`src/rtl/rv_fetch_pkg.sv`:
```
`default_nettype none
// ============================================================================
// Package : rv_fetch_pkg
// Purpose : Shared types and constants for the instruction fetch slice.
//           Holds the fetch FSM state encoding, the instruction size in bytes,
//           the instruction queue depth and the default reset PC.
// Ports   : none (package)
// Rev     : 1.0  initial release
// ============================================================================
package rv_fetch_pkg;

  localparam int          INSTR_BYTES      = 4;
  localparam int          QDEPTH           = 2;
  localparam logic [31:0] RESET_PC_DEFAULT = 32'h0000_0000;

  typedef enum logic [1:0] {
    BOOT     = 2'd0,
    RUN      = 2'd1,
    REDIRECT = 2'd2
  } fetch_state_t;

endpackage : rv_fetch_pkg
`default_nettype wire

```
`src/rtl/pc_fetch_if.sv`:
```
`default_nettype none
// ============================================================================
// Interface : pc_fetch_if
// Purpose   : Bundles the instruction-memory request/response signals and the
//             downstream valid/ready instruction stream of pc_fetch.
// Signals   : imem_req/imem_addr/imem_rdata - fetch request and 1-cycle response
//             out_valid/out_ready/out_instr/out_pc - queue head handshake
//             PCSrc/ImmOp - branch decision and offset for the accepted head
//             misalign_err - sticky misaligned-redirect flag
// Modports  : master = fetch unit side, slave = memory/downstream side
// Rev       : 1.0  initial release
// ============================================================================
interface pc_fetch_if #(
  parameter int DATA_WIDTH = 32
);
  logic                  imem_req;
  logic [DATA_WIDTH-1:0] imem_addr;
  logic [DATA_WIDTH-1:0] imem_rdata;
  logic                  out_valid;
  logic                  out_ready;
  logic [DATA_WIDTH-1:0] out_instr;
  logic [DATA_WIDTH-1:0] out_pc;
  logic                  PCSrc;
  logic [DATA_WIDTH-1:0] ImmOp;
  logic                  misalign_err;

  modport master (
    output imem_req, imem_addr, out_valid, out_instr, out_pc, misalign_err,
    input  imem_rdata, out_ready, PCSrc, ImmOp
  );

  modport slave (
    input  imem_req, imem_addr, out_valid, out_instr, out_pc, misalign_err,
    output imem_rdata, out_ready, PCSrc, ImmOp
  );
endinterface : pc_fetch_if
`default_nettype wire

```
`src/rtl/fetch_queue.sv`:
```
`default_nettype none
// ============================================================================
// Module  : fetch_queue
// Purpose : Two-entry FIFO of {pc, instr} pairs between the fetch unit and the
//           downstream stage. Push and pop may happen together at any
//           occupancy, including full. clr empties the queue and wins over a
//           same-cycle push.
// Ports   : clk, rst (async, active-high)
//           clr                      - drop all entries
//           push, push_pc, push_instr - write a new tail entry
//           pop                      - retire the head entry
//           full, empty              - occupancy status
//           head_pc, head_instr      - current head entry
// Rev     : 1.0  initial release
// ============================================================================
module fetch_queue
  import rv_fetch_pkg::*;
#(
  parameter int DATA_WIDTH = 32
) (
  input  wire logic                  clk,
  input  wire logic                  rst,
  input  wire logic                  clr,
  input  wire logic                  push,
  input  wire logic [DATA_WIDTH-1:0] push_pc,
  input  wire logic [DATA_WIDTH-1:0] push_instr,
  input  wire logic                  pop,
  output logic                       full,
  output logic                       empty,
  output logic [DATA_WIDTH-1:0]      head_pc,
  output logic [DATA_WIDTH-1:0]      head_instr
);

  localparam logic [1:0] c_depth = 2'(QDEPTH);

  logic [DATA_WIDTH-1:0] r_pc    [QDEPTH];
  logic [DATA_WIDTH-1:0] r_instr [QDEPTH];
  logic                  r_wptr;
  logic                  r_rptr;
  logic [1:0]            r_count;

  logic w_do_pop;
  logic w_do_push;

  // A push into a full queue is legal only because the head frees up in the
  // same cycle.
  assign w_do_pop  = pop && (r_count != 2'd0);
  assign w_do_push = push && ((r_count != c_depth) || w_do_pop);

  always_ff @(posedge clk or posedge rst) begin
    if (rst) begin
      r_wptr  <= 1'b0;
      r_rptr  <= 1'b0;
      r_count <= 2'd0;
    end else if (clr) begin
      r_wptr  <= 1'b0;
      r_rptr  <= 1'b0;
      r_count <= 2'd0;
    end else begin
      if (w_do_push) r_wptr <= ~r_wptr;
      if (w_do_pop)  r_rptr <= ~r_rptr;
      case ({w_do_push, w_do_pop})
        2'b10:   r_count <= r_count + 2'd1;
        2'b01:   r_count <= r_count - 2'd1;
        default: r_count <= r_count;
      endcase
    end
  end

  // Storage has no reset; entries are only observed while counted valid.
  always_ff @(posedge clk) begin
    if (w_do_push && !clr) begin
      r_pc[r_wptr]    <= push_pc;
      r_instr[r_wptr] <= push_instr;
    end
  end

  assign full       = (r_count == c_depth);
  assign empty      = (r_count == 2'd0);
  assign head_pc    = r_pc[r_rptr];
  assign head_instr = r_instr[r_rptr];

endmodule : fetch_queue
`default_nettype wire

```
`src/rtl/pc_fetch.sv`:
```
`default_nettype none
// ============================================================================
// Module  : pc_fetch
// Purpose : Sequential instruction fetch unit. Issues one fetch per cycle to a
//           fixed 1-cycle-latency instruction memory, buffers responses in a
//           2-entry queue and hands them downstream over valid/ready. A taken
//           branch on the accepted instruction redirects fetch to
//           out_pc + ImmOp, flushing the queue and any in-flight response.
// Ports   : clk, rst (async, active-high)
//           bus (pc_fetch_if.master): imem_req/imem_addr/imem_rdata,
//           out_valid/out_ready/out_instr/out_pc, PCSrc/ImmOp, misalign_err
// Rev     : 1.0  initial release
// ============================================================================
module pc_fetch
  import rv_fetch_pkg::*;
#(
  parameter int                    DATA_WIDTH = 32,
  parameter logic [DATA_WIDTH-1:0] RESET_PC   = DATA_WIDTH'(RESET_PC_DEFAULT)
) (
  input  wire logic   clk,
  input  wire logic   rst,
  pc_fetch_if.master  bus
);

  localparam logic [DATA_WIDTH-1:0] c_pc_step = DATA_WIDTH'(INSTR_BYTES);

  fetch_state_t          r_state;
  logic [DATA_WIDTH-1:0] r_fetch_pc;
  logic                  r_inflight;
  logic [DATA_WIDTH-1:0] r_inflight_pc;
  logic                  r_misalign;

  logic                  w_full;
  logic                  w_empty;
  logic [DATA_WIDTH-1:0] w_head_pc;
  logic [DATA_WIDTH-1:0] w_head_instr;
  logic                  w_valid;
  logic                  w_transfer;
  logic                  w_redirect;
  logic [DATA_WIDTH-1:0] w_target;
  logic [2:0]            w_used;
  logic [2:0]            w_limit;
  logic                  w_req;
  logic                  w_push;

  assign w_valid    = !w_empty;
  assign w_transfer = w_valid && bus.out_ready;
  assign w_redirect = w_transfer && bus.PCSrc;
  assign w_target   = w_head_pc + bus.ImmOp;

  // Credits: slots held by queued entries plus the outstanding response. A
  // head leaving this cycle frees its slot in time for the new response,
  // which keeps the stream at one instruction per cycle.
  assign w_used  = (w_full ? 3'd2 : (w_empty ? 3'd0 : 3'd1)) + {2'b00, r_inflight};
  assign w_limit = 3'(QDEPTH) + {2'b00, w_transfer};
  assign w_req   = (r_state == RUN) && !w_redirect && (w_used < w_limit);

  // A response landing in a redirect cycle belongs to the discarded path.
  assign w_push = r_inflight && !w_redirect;

  always_ff @(posedge clk or posedge rst) begin
    if (rst) begin
      r_state       <= BOOT;
      r_fetch_pc    <= RESET_PC;
      r_inflight    <= 1'b0;
      r_inflight_pc <= RESET_PC;
      r_misalign    <= 1'b0;
    end else begin
      r_inflight <= w_req;
      if (w_req) begin
        r_inflight_pc <= r_fetch_pc;
        r_fetch_pc    <= r_fetch_pc + c_pc_step;
      end

      case (r_state)
        BOOT:     r_state <= RUN;
        RUN:      if (w_redirect) r_state <= REDIRECT;
        REDIRECT: r_state <= RUN;
        default:  r_state <= BOOT;
      endcase

      // w_req is low whenever w_redirect is high, so this never competes
      // with the sequential increment above.
      if (w_redirect) begin
        r_fetch_pc <= {w_target[DATA_WIDTH-1:2], 2'b00};
        if (w_target[1:0] != 2'b00) r_misalign <= 1'b1;
      end
    end
  end

  fetch_queue #(
    .DATA_WIDTH (DATA_WIDTH)
  ) u_queue (
    .clk        (clk),
    .rst        (rst),
    .clr        (w_redirect),
    .push       (w_push),
    .push_pc    (r_inflight_pc),
    .push_instr (bus.imem_rdata),
    .pop        (w_transfer),
    .full       (w_full),
    .empty      (w_empty),
    .head_pc    (w_head_pc),
    .head_instr (w_head_instr)
  );

  assign bus.imem_req     = w_req;
  assign bus.imem_addr    = r_fetch_pc;
  assign bus.out_valid    = w_valid;
  assign bus.out_pc       = w_head_pc;
  assign bus.out_instr    = w_head_instr;
  assign bus.misalign_err = r_misalign;

endmodule : pc_fetch
`default_nettype wire
```
`src/flat_wrapper.sv`:
```
// flat-port wrapper written by rule: the top's interface ports become plain ports
module pc_fetch_flat import rv_fetch_pkg::*;
#(
  parameter int                    DATA_WIDTH = 32,
  parameter logic [DATA_WIDTH-1:0] RESET_PC   = DATA_WIDTH'(RESET_PC_DEFAULT)
)
  (clk, rst, bus_imem_req, bus_imem_addr, bus_out_valid, bus_out_instr, bus_out_pc, bus_misalign_err, bus_imem_rdata, bus_out_ready, bus_PCSrc, bus_ImmOp);
  pc_fetch_if #(.DATA_WIDTH(DATA_WIDTH)) bus_i ();
  input  wire logic clk;
  input  wire logic rst;
  output wire logic [$bits(bus_i.imem_req)-1:0] bus_imem_req;
  output wire logic [$bits(bus_i.imem_addr)-1:0] bus_imem_addr;
  output wire logic [$bits(bus_i.out_valid)-1:0] bus_out_valid;
  output wire logic [$bits(bus_i.out_instr)-1:0] bus_out_instr;
  output wire logic [$bits(bus_i.out_pc)-1:0] bus_out_pc;
  output wire logic [$bits(bus_i.misalign_err)-1:0] bus_misalign_err;
  input wire logic [$bits(bus_i.imem_rdata)-1:0] bus_imem_rdata;
  input wire logic [$bits(bus_i.out_ready)-1:0] bus_out_ready;
  input wire logic [$bits(bus_i.PCSrc)-1:0] bus_PCSrc;
  input wire logic [$bits(bus_i.ImmOp)-1:0] bus_ImmOp;
  assign bus_imem_req = bus_i.imem_req;
  assign bus_imem_addr = bus_i.imem_addr;
  assign bus_out_valid = bus_i.out_valid;
  assign bus_out_instr = bus_i.out_instr;
  assign bus_out_pc = bus_i.out_pc;
  assign bus_misalign_err = bus_i.misalign_err;
  assign bus_i.imem_rdata = bus_imem_rdata;
  assign bus_i.out_ready = bus_out_ready;
  assign bus_i.PCSrc = bus_PCSrc;
  assign bus_i.ImmOp = bus_ImmOp;
  pc_fetch #(.DATA_WIDTH(DATA_WIDTH), .RESET_PC(RESET_PC)) u_core (.clk(clk), .rst(rst), .bus(bus_i));
endmodule
```
`config.mk`:
```
export PLATFORM = sky130hd
export DESIGN_NAME = pc_fetch_flat
export DESIGN_NICKNAME = d
export VERILOG_FILES = /design/src/rtl/rv_fetch_pkg.sv /design/src/rtl/pc_fetch_if.sv /design/src/rtl/fetch_queue.sv /design/src/rtl/pc_fetch.sv /design/src/flat_wrapper.sv
export SDC_FILE = /design/constraint.sdc
export NUM_CORES = 1
export LEC_CHECK = 0
export ABC_AREA = 1
export CORE_MARGIN = 2
export CORE_UTILIZATION = 50
export DETAILED_ROUTE_END_ITERATION = 6
export PLACE_DENSITY = 0.72
export SETUP_SLACK_MARGIN = 0.02
export SLEW_MARGIN = 20
export SYNTH_ARGS = -nofsm -noshare
export SYNTH_HDL_FRONTEND = slang
export SYNTH_SLANG_ARGS = --single-unit
```
`constraint.sdc`:
```
create_clock -name clk -period 6.7 [get_ports clk]
set_input_delay 1.34 -clock clk [delete_from_list [all_inputs] [get_ports clk]]
set_output_delay 1.34 -clock clk [all_outputs]
set_load 0.01 [all_outputs]
```
==> flow_summary.json, run 1 <==
{
  "top_layer": "met4",
  "synth-edff-count": 124,
  "initial_core_util_pct": 50.90,
  "cts.htree.levels": 4,
  "tightest_slew_ns": 1.054,
  "ios": 167,
  "num_rows": 52,
  "grt_overflow": 0,
  "syn2layout_area_growth_pct": 24.06,
  "postCtsSetupBuffers": 0,
  "timing.reg2reg.setup_slack_ns": 3.34,
  "leakagePower_nw": 5.550,
  "finClkSkew_ns": 0.006748,
  "wl_per_cell_um": 16.60,
  "seq_area_sq_um": 5426,
  "finalPower_mw": 6.320,
  "portBuffers": 162,
  "syn_avg_cell_area_sq_um": 9.147,
  "finalCriticalPeriod_ns": 5.002,
  "path_clk_slew_ns": 0.07,
  "syn_area_sq_um": 10300,
  "final_layout_size_suffix_gt1_share_pct": 9.831,
  "r2r-end": "u_core.bus.imem_addr[21]",
  "async_reset_ff_share_pct": 35.42,
  "cp_max_fo": 39,
  "start_kind": "input port",
  "hp-class": "reg -> reg",
  "syn_inst": 1126,
  "design.die.area_sq_um": 21760,
  "required_ns": 5.36,
  "drt_iter0_drc": 768,
  "maxCapViolCount": 0,
  "synth-main-ff-cell": "edfxtp_1",
  "synth_cell_types": 47,
  "end_kind": "primary output",
  "nNetsFinal": 1389,
  "die_y_um": 147.5,
  "status": "completed",
  "min_from": "u_core.r_state[1]",
  "fin_cells": 1572,
  "arrival_ns": 3.66,
  "drtPass1Iterations": 5,
  "postRouteAntennaNets": 0,
  "wirelength_mm": 26.10,
  "dr_wl_met3_mm": 1.588,
  "vias": 8212,
  "multi_input_area_sq_um": 4198,
  "antenna_cells": 0,
  "finalWeightedCongestion": 0.9072,
  "vdd_drop_max_mv": 0.4986,
  "cts_tree": "done",
  "cts_buffers": 17,
  "fin_hold_ws_ns": 0.4411,
  "core_sq_um": 20230,
  "antenna_found_initial": 0,
  "hpwl_mm": 18.63,
  "cts_hold_buf": 0,
  "finalHoldViolCount": 0,
  "ys.warnings.count": 0,
  "die_x_um": 147.5,
  "grt_max_degree": 69,
  "max_slew_margin_pct": 29.59,
  "clk_latency_ns": 0.44,
  "holdPathStages": 1,
  "finalSetupTns_ns": 0,
  "met2WireLength_mm": 11.97,
  "fin_crit_sh_pct": 74.66,
  "maxSlewViolCount": 0,
  "vias_per_cell": 5.224,
  "grt_pass1_wl_mm": 41.34,
  "cts_num_sinks": 192,
  "setup_violations": 0,
  "rsz0062_at_grt": "false",
  "cts_resized": 0,
  "worstRegToRegCells": 14,
  "first_global_vias": 7900,
  "dp.cells": 1539,
  "root_buffer": "clkbuf_16",
  "grt_usage_pct": 24.27,
  "wl_met1_mm": 12.02,
  "clockBufferDepth": 2,
  "yosysSeqAreaShare_pct": 52.67,
  "drc": 0,
  "fmax_mhz": 199.9,
  "whs_endpoint": "u_core.r_state[1]",
  "ys_seq_elements": 192,
  "power.density_nw_per_um2": 494.6,
  "n_fill_cell": 1726,
  "worstSetupPathType": "in -> out",
  "reg2reg_from": "u_core.u_queue.r_rptr"
}
[sequential cells by signal, indices dropped and copies added (netlist names)]
register,count
u_core.bus.imem_addr,30
u_core.bus.misalign_err,1
u_core.r_inflight,1
u_core.r_inflight_pc,30
u_core.r_state,2
u_core.u_queue.r_count,2
u_core.u_queue.r_instr,64
u_core.u_queue.r_pc,60
u_core.u_queue.r_rptr,1
u_core.u_queue.r_wptr,1
[through the flow]
| step | area (sq um) | utilization (%) | worst slack, ns |
|---|---|---|---|
| finish | 12780 | 63.15 | 1.698 |
| global route | 12780 | 63.15 | 1.574 |
| CTS | 12760 | 63.05 | 1.692 |
| detailed placement | 12190 | 60.24 | 1.704 |
| global placement | 12190 | 60.24 | 1.720 |
| floorplan | 10310 | - | 1.644 |
[layout by cell type, fill, tap and decap left out, drive strengths merged, types with 7 or more instances in the layout]
| cell | count |
|---|---|
| inv | 152 |
| o21ai | 37 |
| xnor2 | 8 |
| dfrtp | 68 |
| xor2 | 7 |
| nand3b | 7 |
| o21bai | 7 |
| clkbuf | 17 |
| mux2 | 61 |
| edfxtp | 124 |
| clkdlybuf4s50 | 162 |
| nor3 | 14 |
| nand3 | 70 |
| ha | 32 |
| nor2 | 108 |
| a21oi | 35 |
| nand2 | 334 |
| nand4 | 14 |
[layout make-up]
cell class / instances / area share (%)
Clock buffer: 17 / 3.329
Clock inverter: 15 / 1.126
Inverter: 144 / 4.249
Multi-Input combinational cell: 766 / 32.85
Sequential cell: 192 / 42.47
Tap cell: 270 / 2.644
Timing Repair Buffer: 168 / 13.34
[critical path, cell delays in order]
cell and delay, ns:
clkdlybuf4s50_1 0.40, inv_1 0.15, nor2_4 0.08, nand2_4 0.37, nand2_4 0.12, nor2_8 0.52, clkdlybuf4s50_1 0.65
[where the power goes]
part           switching, mW  leakage (nW)  total, mW  internal, mW
clock network          0.495         0.279      0.990         0.495
registers              0.319          1.95       2.08          1.76
logic                   1.90          3.32       3.25          1.35
[kinds of logic (layout without fill, tap and decap cells)]
group | Yosys count | in the layout | share of synthesized area, %
AND/OR/NAND/NOR | 553 | 553 | 23.04
flip-flops | 192 | 192 | 52.67
buffers and inverters | 172 | 344 | 6.863
AO/OA/AOI/OAI | 100 | 100 | 5.552
multiplexers | 61 | 61 | 6.669
adder cells (fa/ha/maj) | 32 | 32 | 3.887
XOR/XNOR | 15 | 15 | 1.276
other | 1 | 5 | 0.03641
[synthesized netlist by cell type (3+ instances only)]
library cell / number / area, sq um
nor3_1: 13 / 65.06
nand4_1: 12 / 75.07
a31oi_1: 6 / 37.54
a21oi_1: 35 / 175.2
dfrtp_1: 68 / 1702
o21bai_1: 7 / 52.55
buf_4: 6 / 45.04
xnor2_1: 8 / 70.07
nand3b_1: 7 / 52.55
buf_1: 6 / 22.52
buf_6: 3 / 33.78
buf_2: 11 / 55.05
nor2_1: 98 / 367.9
ha_1: 32 / 400.4
nand2_1: 330 / 1239
inv_1: 141 / 529.3
nand3_1: 68 / 340.3
mux2_2: 61 / 686.9
o211ai_1: 4 / 30.03
nor2_2: 5 / 31.28
edfxtp_1: 124 / 3724
o21ai_0: 36 / 180.2
nor2_4: 3 / 33.78
xor2_1: 7 / 61.31
[worst max-delay path by stage]
stage                                         endpoint  slack (ns)  cells past startpoint           from
after floorplan           u_core.u_queue.r_instr[0][0]        1.64                      8  bus_out_ready
after global placement                    bus_imem_req        1.72                      7  bus_out_ready
after detailed placement                  bus_imem_req        1.70                      7  bus_out_ready
after CTS                                 bus_imem_req        1.69                      7  bus_out_ready
after global routing                      bus_imem_req        1.57                      7  bus_out_ready
final                                     bus_imem_req        1.70                      7  bus_out_ready
[routing by layer]
metal  GRT usage (%)  up-vias
met5               0        -
met4           7.644        0
met3           4.568       42
met2           38.26      278
met1           34.25     3844
li1                -     4048
Power figures use the tool's default switching activity.
==> run 2: changes to the inputs <==
Clock period 6.7 ns to 4.9 ns, I/O delays scaled along.
==> flow_summary.json, run 2 (synthesis results as in run 1) <==
{
  "grt_pass1_wl_mm": 42.07,
  "cts_resized": 0,
  "fin_crit_sh_pct": 76.69,
  "die_x_um": 147.5,
  "switching_share_pct": 42.56,
  "maxSlewViolCount": 0,
  "setup_ws_ns": 1.142,
  "power.density_nw_per_um2": 679.1,
  "reg2reg_from": "u_core.u_queue.r_rptr",
  "path_clk_slew_ns": 0.07,
  "p_seq_share_pct": 33.1,
  "clk_latency_ns": 0.44,
  "portBuffers": 162,
  "n_fill_cell": 1729,
  "min_from": "u_core.r_state[0]",
  "cts_buffers": 17,
  "max_slew_margin_pct": 41.45,
  "largest_reg_flops": 64,
  "nNetsFinal": 1389,
  "finalWeightedCongestion": 0.9259,
  "holdPathStages": 1,
  "setup_violations": 0,
  "vias_per_cell": 5.248,
  "final_layout_size_suffix_gt1_share_pct": 9.831,
  "rsz0062_at_grt": "false",
  "root_buffer": "clkbuf_16",
  "worstSetupPathType": "in -> out",
  "finClkSkew_ns": 0.01578,
  "finalSetupTns_ns": 0,
  "core_sq_um": 20230,
  "initial_core_util_pct": 50.90,
  "cts_hold_buf": 0,
  "first_global_vias": 8055,
  "dp_worst_setup_slack_ns": 1.031,
  "p_clk_share_pct": 15.9,
  "drtPass1Iterations": 5,
  "antenna_found_initial": 0,
  "end_kind": "primary output",
  "wl_per_cell_um": 16.79,
  "design.die.area_sq_um": 21760,
  "intPower_mw": 4.997,
  "postRouteAntennaNets": 0,
  "drc": 0,
  "layout_commonest_cell": "nand2_1",
  "p_switching_mw": 3.703,
  "timing.reg2reg.setup_slack_ns": 1.63,
  "cts.htree.levels": 4,
  "antenna_cells": 0,
  "syn2layout_area_growth_pct": 24.38,
  "layout_common_cells": "nand2_1, clkdlybuf4s50_1, inv_1, edfxtp_1, nor2_1",
  "die_y_um": 147.5,
  "required_ns": 3.92,
  "num_rows": 52,
  "grt_usage_pct": 24.84,
  "fin_cells": 1572,
  "final_util_pct": 63.31,
  "leakagePower_nw": 5.556,
  "largest-register": "u_core.u_queue.r_instr",
  "clockBufferDepth": 2,
  "worstRegToRegCells": 12,
  "r2r-end": "u_core.bus.imem_addr[31]",
  "maxCapViolCount": 0,
  "vdd_drop_max_mv": 0.6389,
  "grt_max_degree": 63,
  "tightest_slew_ns": 0.8783,
  "status": "completed",
  "ios": 167,
  "reg_top3": "u_core.u_queue.r_instr: 64 flops, u_core.u_queue.r_pc: 60 flops",
  "cts_tree": "done",
  "fmax_mhz": 266.1,
  "cp_max_fo": 39,
  "dp.cells": 1540,
  "start_kind": "input port",
  "postCtsSetupBuffers": 0,
  "cts_num_sinks": 192,
  "comb_power_share_pct": 51.0,
  "arrival_ns": 2.78,
  "hp-class": "reg -> reg",
  "finalCriticalPeriod_ns": 3.758,
  "vias": 8250,
  "wirelength_mm": 26.40,
  "drt_iter0_drc": 601,
  "finalHoldViolCount": 0,
  "whs_endpoint": "u_core.r_state[0]",
  "hpwl_mm": 19.03,
  "grt_overflow": 0
}
-- run 2: power groups by stage --
stage                     Clock [mW]  Combinational [mW]  Sequential [mW]
final                           1.38                4.44             2.88
after global routing            1.47                4.91             2.94
after CTS                       1.41                4.43             2.87
after detailed placement           0                4.40             2.90
after global placement             0                4.35             2.87
after floorplan                    0                2.81             2.78
-- run 2: metal layers --
layer | global-route usage [%] | wire [um] | share of wire [%] | vias to the layer above
met4 | 7.452 | 524 | 2.0 | 0
met1 | 34.80 | 11940 | 45 | 3895
li1 | - | - | - | 4049
met2 | 40.58 | 12400 | 47 | 276
met3 | 3.426 | 1537 | 5.8 | 30
met5 | 0 | 0 | 0 | -
-- run 2: worst max-delay path by stage --
| stage | startpoint | end | slack (ns) | cells past startpoint |
|---|---|---|---|---|
| floorplan | bus_out_ready | u_core.u_queue.r_instr[0][0] | 0.20 | 8 |
| global placement | bus_out_ready | u_core.bus.imem_addr[15] | 1.12 | 9 |
| detailed placement | bus_out_ready | u_core.bus.imem_addr[15] | 1.03 | 9 |
| CTS | bus_out_ready | bus_imem_req | 1.14 | 7 |
| global route | bus_out_ready | bus_imem_req | 1.05 | 7 |
| finish | bus_out_ready | bus_imem_req | 1.14 | 7 |
-- run 2: layout make-up --
class / count / area, sq um / area share, %
clock buffer: 17 / 425.4 / 3.321
clock inverter: 15 / 167.7 / 1.309
inverter: 144 / 543.0 / 4.239
multi-input combinational: 766 / 4207 / 32.84
sequential: 192 / 5426 / 42.36
tap: 270 / 337.8 / 2.637
timing repair buffer: 168 / 1704 / 13.30
-- run 2: worst max-delay path: stages --
cell and delay, ns:
clkdlybuf4s50_1 0.39, inv_1 0.15, nor2_4 0.08, nand2_4 0.38, nand2_4 0.13, nor2_8 0.13, clkdlybuf4s50_1 0.53
-- run 2: through the flow --
stage / hold slack (ns) / power (mW) / area, sq um
floorplan: 0.4091 / 5.591 / 10310
global placement: 0.4194 / 7.224 / 12210
detailed placement: 0.4268 / 7.303 / 12210
finish: 0.4353 / 8.699 / 12810
global route: 0.4530 / 9.322 / 12810
CTS: 0.4382 / 8.714 / 12800
